File: config.mk
export PLATFORM = sky130hd
export DESIGN_NAME = instruction_assembler
export DESIGN_NICKNAME = d
export VERILOG_FILES = /design/src/rtl/instruction_assembler_pkg.sv /design/src/rtl/instruction_assembler_byte_lane_reg.sv /design/src/rtl/instruction_assembler.sv
export SDC_FILE = /design/constraint.sdc
export NUM_CORES = 1
export LEC_CHECK = 0
export ABC_AREA = 1
export CAP_MARGIN = 20
export CORE_ASPECT_RATIO = 1.1
export CORE_UTILIZATION = 30
export CTS_CLUSTER_SIZE = 20
export DETAILED_ROUTE_END_ITERATION = 16
export PLACE_DENSITY_LB_ADDON = 0.15
export SLEW_MARGIN = 10
export SYNTH_ARGS = -nofsm -noshare
export SYNTH_HDL_FRONTEND = slang
export SYNTH_SLANG_ARGS = --single-unit
export TNS_END_PERCENT = 30
File: constraint.sdc
create_clock -name Clock -period 1.2 [get_ports Clock]
set_clock_uncertainty 0.2 [all_clocks]
set_input_delay 0.24 -clock Clock [delete_from_list [all_inputs] [get_ports Clock]]
set_output_delay 0.24 -clock Clock [all_outputs]
set_load 0.005 [all_outputs]
File: src/rtl/instruction_assembler_pkg.sv
// Shared definitions for the instruction assembler.
//   state_e     : fill-sequencer state encoding
//   MODE_DIRECT : Mode value selecting direct indexed byte writes
//   MODE_SEQ    : Mode value selecting handshake-driven sequential fill
package instruction_assembler_pkg;

  typedef enum logic [1:0] {
    StIdle = 2'd0,
    StFill = 2'd1,
    StFull = 2'd2
  } state_e;

  localparam logic MODE_DIRECT = 1'b0;
  localparam logic MODE_SEQ    = 1'b1;

endpackage

File: src/rtl/instruction_assembler_byte_lane_reg.sv
// One byte lane of the assembled instruction word.
//   clk : rising-edge clock
//   rst : asynchronous active-high reset, clears the lane
//   en  : load enable
//   d   : byte to load
//   q   : stored byte
module instruction_assembler_byte_lane_reg #(
  parameter int unsigned BYTE_W = 8
) (
  input  logic              clk,
  input  logic              rst,
  input  logic              en,
  input  logic [BYTE_W-1:0] d,
  output logic [BYTE_W-1:0] q
);

  always_ff @(posedge clk or posedge rst) begin
    if (rst) begin
      q <= '0;
    end else if (en) begin
      q <= d;
    end
  end

endmodule

File: src/rtl/instruction_assembler.sv
// Assembles an instruction word of NUM_BYTES bytes from a byte-wide memory bus.
//   Clock, Reset : rising-edge clock, asynchronous active-high reset
//   I            : byte from the memory bus
//   Mode         : 0 = direct indexed write, 1 = sequential handshake fill
//   Write, Sel   : direct-mode write strobe and byte index (0 = LSB)
//   InValid      : sequential-mode byte offered
//   InReady      : sequential-mode byte can be accepted
//   Take         : decoder consumes the completed word
//   Flush        : synchronous abort of a sequential fill
//   IROut        : assembled instruction word
//   IRValid      : complete word held (sequential mode)
//   ByteCount    : next byte index in sequential fill
module instruction_assembler
  import instruction_assembler_pkg::*;
#(
  parameter int unsigned BYTE_W    = 8,
  parameter int unsigned NUM_BYTES = 2,
  parameter int unsigned SEL_W     = $clog2(NUM_BYTES)
) (
  input  logic                        Clock,
  input  logic                        Reset,
  input  logic [BYTE_W-1:0]           I,
  input  logic                        Mode,
  input  logic                        Write,
  input  logic [SEL_W-1:0]            Sel,
  input  logic                        InValid,
  output logic                        InReady,
  input  logic                        Take,
  input  logic                        Flush,
  output logic [BYTE_W*NUM_BYTES-1:0] IROut,
  output logic                        IRValid,
  output logic [SEL_W-1:0]            ByteCount
);

  localparam logic [SEL_W-1:0] LastIdx = SEL_W'(NUM_BYTES - 1);

  state_e                 state_q, state_d;
  logic   [SEL_W-1:0]     count_q, count_d;
  logic                   accept;
  logic                   direct_wr;
  logic   [NUM_BYTES-1:0] lane_en;

  // Flush blocks acceptance so it wins over a concurrent handshake.
  assign InReady   = (Mode == MODE_SEQ) && (state_q != StFull) && !Flush;
  assign accept    = InReady && InValid;
  // Out-of-range indices (possible when NUM_BYTES is not a power of two) are dropped.
  assign direct_wr = (Mode == MODE_DIRECT) && Write && (32'(Sel) < NUM_BYTES);

  assign IRValid   = (state_q == StFull);
  assign ByteCount = count_q;

  for (genvar g = 0; g < NUM_BYTES; g++) begin : g_lane
    assign lane_en[g] = (direct_wr && (Sel == SEL_W'(g))) ||
                        (accept && (count_q == SEL_W'(g)));

    instruction_assembler_byte_lane_reg #(
      .BYTE_W(BYTE_W)
    ) u_lane (
      .clk(Clock),
      .rst(Reset),
      .en (lane_en[g]),
      .d  (I),
      .q  (IROut[g*BYTE_W +: BYTE_W])
    );
  end

  always_comb begin
    state_d = state_q;
    count_d = count_q;
    if (Flush || (Mode == MODE_DIRECT)) begin
      // Flush, or leaving sequential mode, abandons any partial/complete fill.
      state_d = StIdle;
      count_d = '0;
    end else begin
      unique case (state_q)
        StIdle: begin
          if (accept) begin
            state_d = StFill;
            count_d = SEL_W'(1);
          end
        end
        StFill: begin
          if (accept) begin
            if (count_q == LastIdx) begin
              state_d = StFull;
              count_d = '0;
            end else begin
              count_d = count_q + 1'b1;
            end
          end
        end
        StFull: begin
          if (Take) begin
            state_d = StIdle;
          end
        end
        default: begin
          state_d = StIdle;
          count_d = '0;
        end
      endcase
    end
  end

  always_ff @(posedge Clock or posedge Reset) begin
    if (Reset) begin
      state_q <= StIdle;
      count_q <= '0;
    end else begin
      state_q <= state_d;
      count_q <= count_d;
    end
  end

endmodule
## Yosys cells after proc, flatten, opt, wreduce, memory -nomap -nowiden

Index checks and enable logic that the tools add are counted.

- Divide/modulo/power cells: 0
- Equality and inequality tests: 8
- Mux-type cells: 11
- Shift operators: 0
- Add/subtract/negate cells: 1
- Bitwise logic cells: 3
- $lt $le $gt $ge: 0
- Reduce and logical (&&, ||, !) cells: 15
- Multipliers: 0

Operator list:

| operator | count |
|---|---|
| $mux 2 | 5 |
| $ne 3x3->1 const B | 3 |
| $logic_and 1x1->1 | 8 |
| $pmux 2 s3 | 1 |
| $mux 1 | 4 |
| $reduce_and 4->1 | 1 |
| $logic_or 1x1->1 | 3 |
| $ne 3x2->1 const B | 1 |
| $not 1->1 | 3 |
| $pmux 1 s3 | 1 |
| $reduce_and 3->1 | 1 |
| $eq 2x1->1 const B | 1 |
| $eq 2x2->1 const B | 1 |
| $logic_not 2->1 | 1 |
| $ne 2x1->1 const B | 1 |
| $ne 2x2->1 const B | 1 |
| $add 1x1->1 const B | 1 |
| $logic_not 1->1 | 1 |

- Output and inout port bits: 19
- ROM bits: 0
- Bits in latches: 0
- RAM bits: 0
- Bits in registers: 19
- Memories: 0
- Word-level logic and storage cells: 42

## Longest topological paths before layout

Gate-level depths: netlist of the first run.

- Word-level depth: 7
- Gate-level depth with buffers: 6
- Mapped depth without buffers: 6

## Cells and area by module

From an unflattened synthesis of the first run, not the netlist that was laid out.

- Cell total of the unflattened synthesis: 106
- Area total of the unflattened synthesis: 899.6 um^2

By module, submodules not included:

| module | cells an instance | area an instance (um^2) | sequential area each (um^2) | instances |
|---|---|---|---|---|
| instruction_assembler_byte_lane_reg | 35 | 309.0 | 200.2 | 2 |
| instruction_assembler | 36 | 281.5 | 75.1 | 1 |

## Least setup slack after synthesis of the first run

Ideal clock, no wire load.

- Path type: register -> register
- From: register count_q (netlist: ByteCount)
- To: register g_lane[0].u_lane.q[0]
- Setup time: 65 ps
- Required time: 935 ps
- Path slack: 26 ps
- Arrival time: 908 ps
- Period minus slack after synthesis: 1,174 ps
- Stages on the path, launching flop included: 6
- Cell sequence: dfrtp_1 -> inv_2 -> nand4_4 -> nand2_4 -> nand2_1 -> nand2_1

- Word-level cells in the longest chain between the ends: 3

RTL lines:

| item | RTL line | source |
|---|---|---|
| start, declared | instruction_assembler.sv:38 | `logic [SEL_W-1:0] count_q, count_d;` |
| start signal, assigned | instruction_assembler.sv:111 | `count_q <= count_d;` |
| $not 1->1 | instruction_assembler.sv:54 | `(accept && (count_q == SEL_W'(g)));` |
| $logic_and 1x1->1 | instruction_assembler.sv:54 |  |
| $logic_or 1x1->1 | instruction_assembler.sv:53 | `assign lane_en[g] = (direct_wr && (Sel == SEL_W'(g))) \|\|` |
| end signal, assigned | instruction_assembler_byte_lane_reg.sv:19 | `q <= '0;` |
| end signal, assigned | instruction_assembler_byte_lane_reg.sv:21 | `q <= d;` |
| end, declared | instruction_assembler_byte_lane_reg.sv:14 | `output logic [BYTE_W-1:0] q` |

No other way between the ends.
A chain may end at the register's enable or synchronous reset.

## Final worst setup path of the first run

- From: register state_q[0]
- To: output InReady

- Word-level cells in the longest chain between the ends: 3

RTL lines:

| item | RTL line | source |
|---|---|---|
| start, declared | instruction_assembler.sv:37 | `state_e state_q, state_d;` |
| start signal, assigned | instruction_assembler.sv:107 | `state_q <= StIdle;` |
| start signal, assigned | instruction_assembler.sv:110 | `state_q <= state_d;` |
| $ne 2x2->1 | instruction_assembler.sv:44 | `assign InReady = (Mode == MODE_SEQ) && (state_q != StFull) && !Flush;` |
| $logic_and 1x1->1 (2 in series) | instruction_assembler.sv:44 |  |
| end, declared | instruction_assembler.sv:27 | `output logic InReady,` |

No other way between the ends.

==> impl_metrics.ini, run 1 <==
[outcome]
status = complete, but fails checks
violations = setup timing

[logic_synthesis]
postSynthAreaPerCell_sq_um = 9.036
syn-num-nets = 115
synth.area.top_cells = dfrtp_1 53%, nand2_1 16%, nand3_1 9.5%
synth.cell_area_sq_um = 894.6
ys_ff_latch = 19
ys.flop_type = dfrtp_1
yosysUniqueCellTypes = 14
synth-edff-count = 0
yosys.area.top_type_share = 0.5315
ys_seq_area_frac = 0.5315
synth_common_cells = 39 x nand2_1, 19 x dfrtp_1, 17 x nand3_1
synth_warnings = 0
synthCells = 99
async_flop_share = 1.000
synth.largest_area_cell = dfrtp_1
synth.most_common_cell = nand2_1

[timing]
drv_slew = 0
setup_viol = 38
worst_slew_pin_slew_ns = 0.3515
layout_setup_ws_ns = -0.2439
hold_viol = 0
clock.fmax_mhz = 692.6
slew_headroom = 0.7653
rsz0062_at_grt = yes
fin_crit_sh = 1.203
tns_ns = -3.710
period_minus_slack_ns = 1.444

[place]
hpwlAfterDp_mm = 1.666
dpl_worst_slack_ns = -0.6526
post_dp_cell_area_sq_mm = 0.001394
port_buffers = 34
place.gp.congestion = 0.7291

[cts]
ctsLongestPathBuffers = 2
clock-sinks = 19
cts_htree_levels = 1
clk_latency_ns = 0.29
clockRootBuffer = clkbuf_4
cts_tree = built
cts_inserted_buffers = 3
clkTransAtPathRegs_ns = 0.10

[die]
dieArea_sq_mm = 0.003205
die_h_um = 59.28
chipWidth_um = 54.07
start_util = 0.3192
coreArea_sq_mm = 0.002803
pin_count = 35
row_count = 20

[setup_path]
slowest_delay_ns = 0.40
cp_common_cell = inv_2
crit_required_ns = 0.76
cp_max_fo = 2
worstSetupPathType = flip-flop to primary output
path_cells = inv_2, nand2_4, inv_2, nor2_2, buf_2
arrival_ns = 1.00
critPathLaunchType = flip-flop
crit_path_end_kind = primary output
slowest_stage = dfrtp_1

[layout]
fin_nets = 178
area_growth_pct = 60.56
drive_gt1_frac = 0.3851
antennaDiodeCount = 0
finalInstanceArea_sq_mm = 0.001436

[grt]
grt_overflow = 0
grt_antenna_before_repair = 0
grt_pass1_vias = 941
grt_max_degree = 20
grt_pass1_wl_mm = 3.939
grtUsageTotal = 0.1668

[worst_hold_path]
hp-class = input port to asynchronous set/reset pin

[routing]
firstDrtPassIters = 6
post-route-drc-count = 0
drtIter0Drc = 16
antenna_left = 0
viasPerCell = 4.753
routed_wl_mm = 2.362
wire_per_inst_um = 12.18
vias = 922

[power]
ir_drop_v = 0.0007991
leakage_nw = 0.7960
power-per-cell-area_mw_per_mm2 = 1113

[run]
cap_violations = 0
## layer usage
metal	GRT usage	part of all wire	up-vias
met5	0	0	-
met4	0.05495	0.0068	0
met3	0.01795	0.047	2
met2	0.3016	0.49	23
met1	0.2010	0.45	443
li1	-	-	454
## per-stage QoR
| step | std cells | util | hold slack, ns | total power [mW] |
|---|---|---|---|---|
| CTS | 192 | 0.5121 | 0.05631 | 1.636 |
| global placement | 180 | 0.4973 | 0.2948 | 1.335 |
| global route | 194 | 0.5125 | 0.06165 | 1.705 |
| finish | 194 | 0.5125 | 0.05980 | 1.598 |
| floorplan | 99 | - | -0.008868 | 0.9736 |
| detailed placement | 180 | 0.4973 | 0.2973 | 1.342 |
## flip-flops by register name, indices dropped and copies added (netlist names)
register	cells
g_lane.u_lane.q	16
state_q	2
ByteCount	1
## final timing paths
path,slack [ns],start,depth (start not counted),end
max,-0.24,state_q[0]$_DFFE_PP0P_,5,InReady
min,0.06,Reset,3,g_lane[0].u_lane.q[4]$_DFFE_PP0P_
max reg2reg,-0.17,state_q[1]$_DFFE_PP0P_,6,g_lane[1].u_lane.q[0]$_DFFE_PP0P_
min reg2reg,0.32,g_lane[0].u_lane.q[1]$_DFFE_PP0P_,2,g_lane[0].u_lane.q[1]$_DFFE_PP0P_
max in group asynchronous,0.61,Reset,3,g_lane[1].u_lane.q[1]$_DFFE_PP0P_
min in group Clock,0.29,Mode,6,state_q[1]$_DFFE_PP0P_
## placed cells by master (no fill, tap or decap), types with 2 or more instances in the layout
cell,count
buf_4,19
clkdlybuf4s50_1,12
nand3_2,2
clkbuf_2,8
dlymetal6s2s_1,3
buf_6,2
nand4_1,3
buf_2,11
nand4_4,2
inv_1,3
nand2_4,3
inv_2,5
nor2_1,2
nand2_1,39
clkbuf_4,3
nand3_1,16
nand4_2,2
dfrtp_1,19
## what timing repair did
| action | CTS | global route |
|---|---|---|
| pin swaps | 1 | 5 |
| setup buffers | 6 | 2 |
| hold endpoints to repair | 0 | 0 |
| endpoints found under the setup margin | 38 | 38 |
| hold buffers | 0 | 0 |
| cloned | 2 | 0 |
| gates resized for setup | 59 | 17 |
## power by group
part	internal [mW]	leakage (nW)	switching, mW
Combinational	0.277	0.543	0.213
Sequential	0.742	0.238	0.0527
Clock	0.129	0.0150	0.185
Total	1.15	0.796	0.450
## cell type report
cell class | instances | area (sq um)
inverter | 8 | 30.03
clock buffer | 4 | 26.28
sequential | 19 | 475.5
tap | 33 | 41.29
fill | 282 | 1366
timing repair buffer | 56 | 437.9
multi-input combinational | 74 | 425.4
## critical path, delay by kind of cell (launching register included)
kind | cells | cell delay (ns)
AND/OR/NAND/NOR | 2 | 0.08
flip-flops | 1 | 0.40
buffers and inverters | 3 | 0.25
## logic make-up after synthesis
| logic type | synth area share |
|---|---|
| simple gates | 0.4238 |
| compound gates | 0.01118 |
| buf+inv | 0.03357 |
| flops | 0.5315 |
(Power assumes the default switching activity.)
==> run 2, diff against run 1 <==
- PLACE_DENSITY_LB_ADDON: 0.15 -> default
==> impl_metrics.ini, run 2 (synthesis results as in run 1) <==
[timing]
slew_headroom = 0.7558
rsz0062_at_grt = yes
drv_slew = 0
layout_setup_ws_ns = -0.2334
tns_ns = -3.462
worst_slew_pin_slew_ns = 0.3663
fin_crit_sh = 1.194
hold_viol = 0
setup_viol = 37
clock.fmax_mhz = 697.6
period_minus_slack_ns = 1.433

[power]
power-per-cell-area_mw_per_mm2 = 1127
leakage_nw = 0.7538
ir_drop_v = 0.0007454

[die]
chipWidth_um = 54.07
start_util = 0.3192
dieArea_sq_mm = 0.003205
row_count = 20
coreArea_sq_mm = 0.002803
pin_count = 35
die_h_um = 59.28

[grt]
grt_pass1_vias = 858
grtUsageTotal = 0.1500
grt_antenna_before_repair = 0
grt_pass1_wl_mm = 3.567
grt_overflow = 0
grt_max_degree = 20

[layout]
ff_latch_area_sq_um = 475.5
antennaDiodeCount = 0
regMostFlops = g_lane.u_lane.q
finalInstanceArea_sq_mm = 0.001380
fill_cells = 311
final_common_cell = nand2_1
drive_gt1_frac = 0.3548
area_growth_pct = 54.27
fin_util = 0.4924
fin_nets = 172
multi_input_area_sq_um = 421.7
final_cell_mix = 38 x nand2_1, 19 x dfrtp_1, 16 x nand3_1, 13 x buf_4, 12 x clkdlybuf4s50_1
largest_reg_flops = 16

[place]
place.gp.congestion = 0.7342
post_dp_cell_area_sq_mm = 0.001394
hpwlAfterDp_mm = 1.692
port_buffers = 34

[routing]
firstDrtPassIters = 4
post-route-drc-count = 0
wire_per_inst_um = 12.62
routed_wl_mm = 2.372
vias = 904
viasPerCell = 4.809
drtIter0Drc = 5
antenna_left = 0

[cts]
cts_tree = built
clkTransAtPathRegs_ns = 0.10
clock-sinks = 19
cts_inserted_buffers = 3
cts_htree_levels = 1
clockRootBuffer = clkbuf_4
clk_latency_ns = 0.29
postCtsHoldBufs = 0
ctsLongestPathBuffers = 2

[setup_path]
arrival_ns = 0.99
crit_required_ns = 0.76
worstSetupPathType = flip-flop to primary output
crit_path_end_kind = primary output
critPathLaunchType = flip-flop
cp_max_fo = 2

[worst_hold_path]
hp-class = input port to asynchronous set/reset pin

[outcome]
violations = setup timing
status = complete, but fails checks

[run]
cap_violations = 0
run 2: cell types whose count changed in the layout (fill, tap and decap cells not counted), sizes merged:
cell / change
buf: -6
dlygate4sd2: +2
dlymetal6s2s: -2
run 2: final timing paths:
kind	start	end	slack (ns)	cells after the start
worst max-delay path	state_q[0]$_DFFE_PP0P_	InReady	-0.23	5
worst min-delay path	Reset	state_q[1]$_DFFE_PP0P_	0.05	3
worst max register to register	state_q[1]$_DFFE_PP0P_	g_lane[0].u_lane.q[7]$_DFFE_PP0P_	-0.15	6
worst min register to register	g_lane[0].u_lane.q[0]$_DFFE_PP0P_	g_lane[0].u_lane.q[0]$_DFFE_PP0P_	0.32	2
max in group asynchronous	Reset	g_lane[1].u_lane.q[1]$_DFFE_PP0P_	0.62	3
min in group Clock	Flush	ByteCount$_DFFE_PP0P_	0.30	7
run 2: stage by stage:
step / setup slack, ns / power [mW] / cells / hold WS (ns)
2_1_floorplan: 0.02635 / 0.9736 / 99 / -0.008868
3_3_place_gp: -0.6061 / 1.336 / 180 / 0.2965
3_5_place_dp: -0.6336 / 1.342 / 180 / 0.2995
4_1_cts: -0.2502 / 1.589 / 185 / 0.05576
5_1_grt: -0.3046 / 1.662 / 188 / 0.06061
6_report: -0.2334 / 1.555 / 188 / 0.05296
run 2: what timing repair did:
action	CTS	global route
endpoints found under the setup margin	38	38
cloned	0	2
setup buffers	1	1
pin swaps	2	4
resized for setup	62	13
run 2: cell type report:
cell class,instances,share of cell area
Multi-Input combinational cell,74,0.3055
Tap cell,33,0.02992
Sequential cell,19,0.3445
Clock buffer,4,0.01904
Inverter,8,0.02176
Timing Repair Buffer,50,0.2792
run 2: layer usage:
layer | track usage | vias to the layer above | share of wire
met5 | 0 | - | 0
met4 | 0.04396 | 0 | 0.0089
met3 | 0.02051 | 4 | 0.070
met2 | 0.2575 | 30 | 0.46
met1 | 0.1932 | 426 | 0.46
li1 | - | 444 | -
run 2: report_power, final:
| group | switching [mW] | internal [mW] | total (mW) |
|---|---|---|---|
| registers | 0.0547 | 0.742 | 0.797 |
| logic | 0.205 | 0.242 | 0.447 |
| clock network | 0.182 | 0.129 | 0.311 |
| total | 0.442 | 1.11 | 1.56 |
run 2: critical path, stage by stage (launching register included):
cell and delay (ns):
dfrtp_1 0.40, inv_2 0.07, nand2_4 0.05, inv_2 0.05, nor2_1 0.03, buf_2 0.11
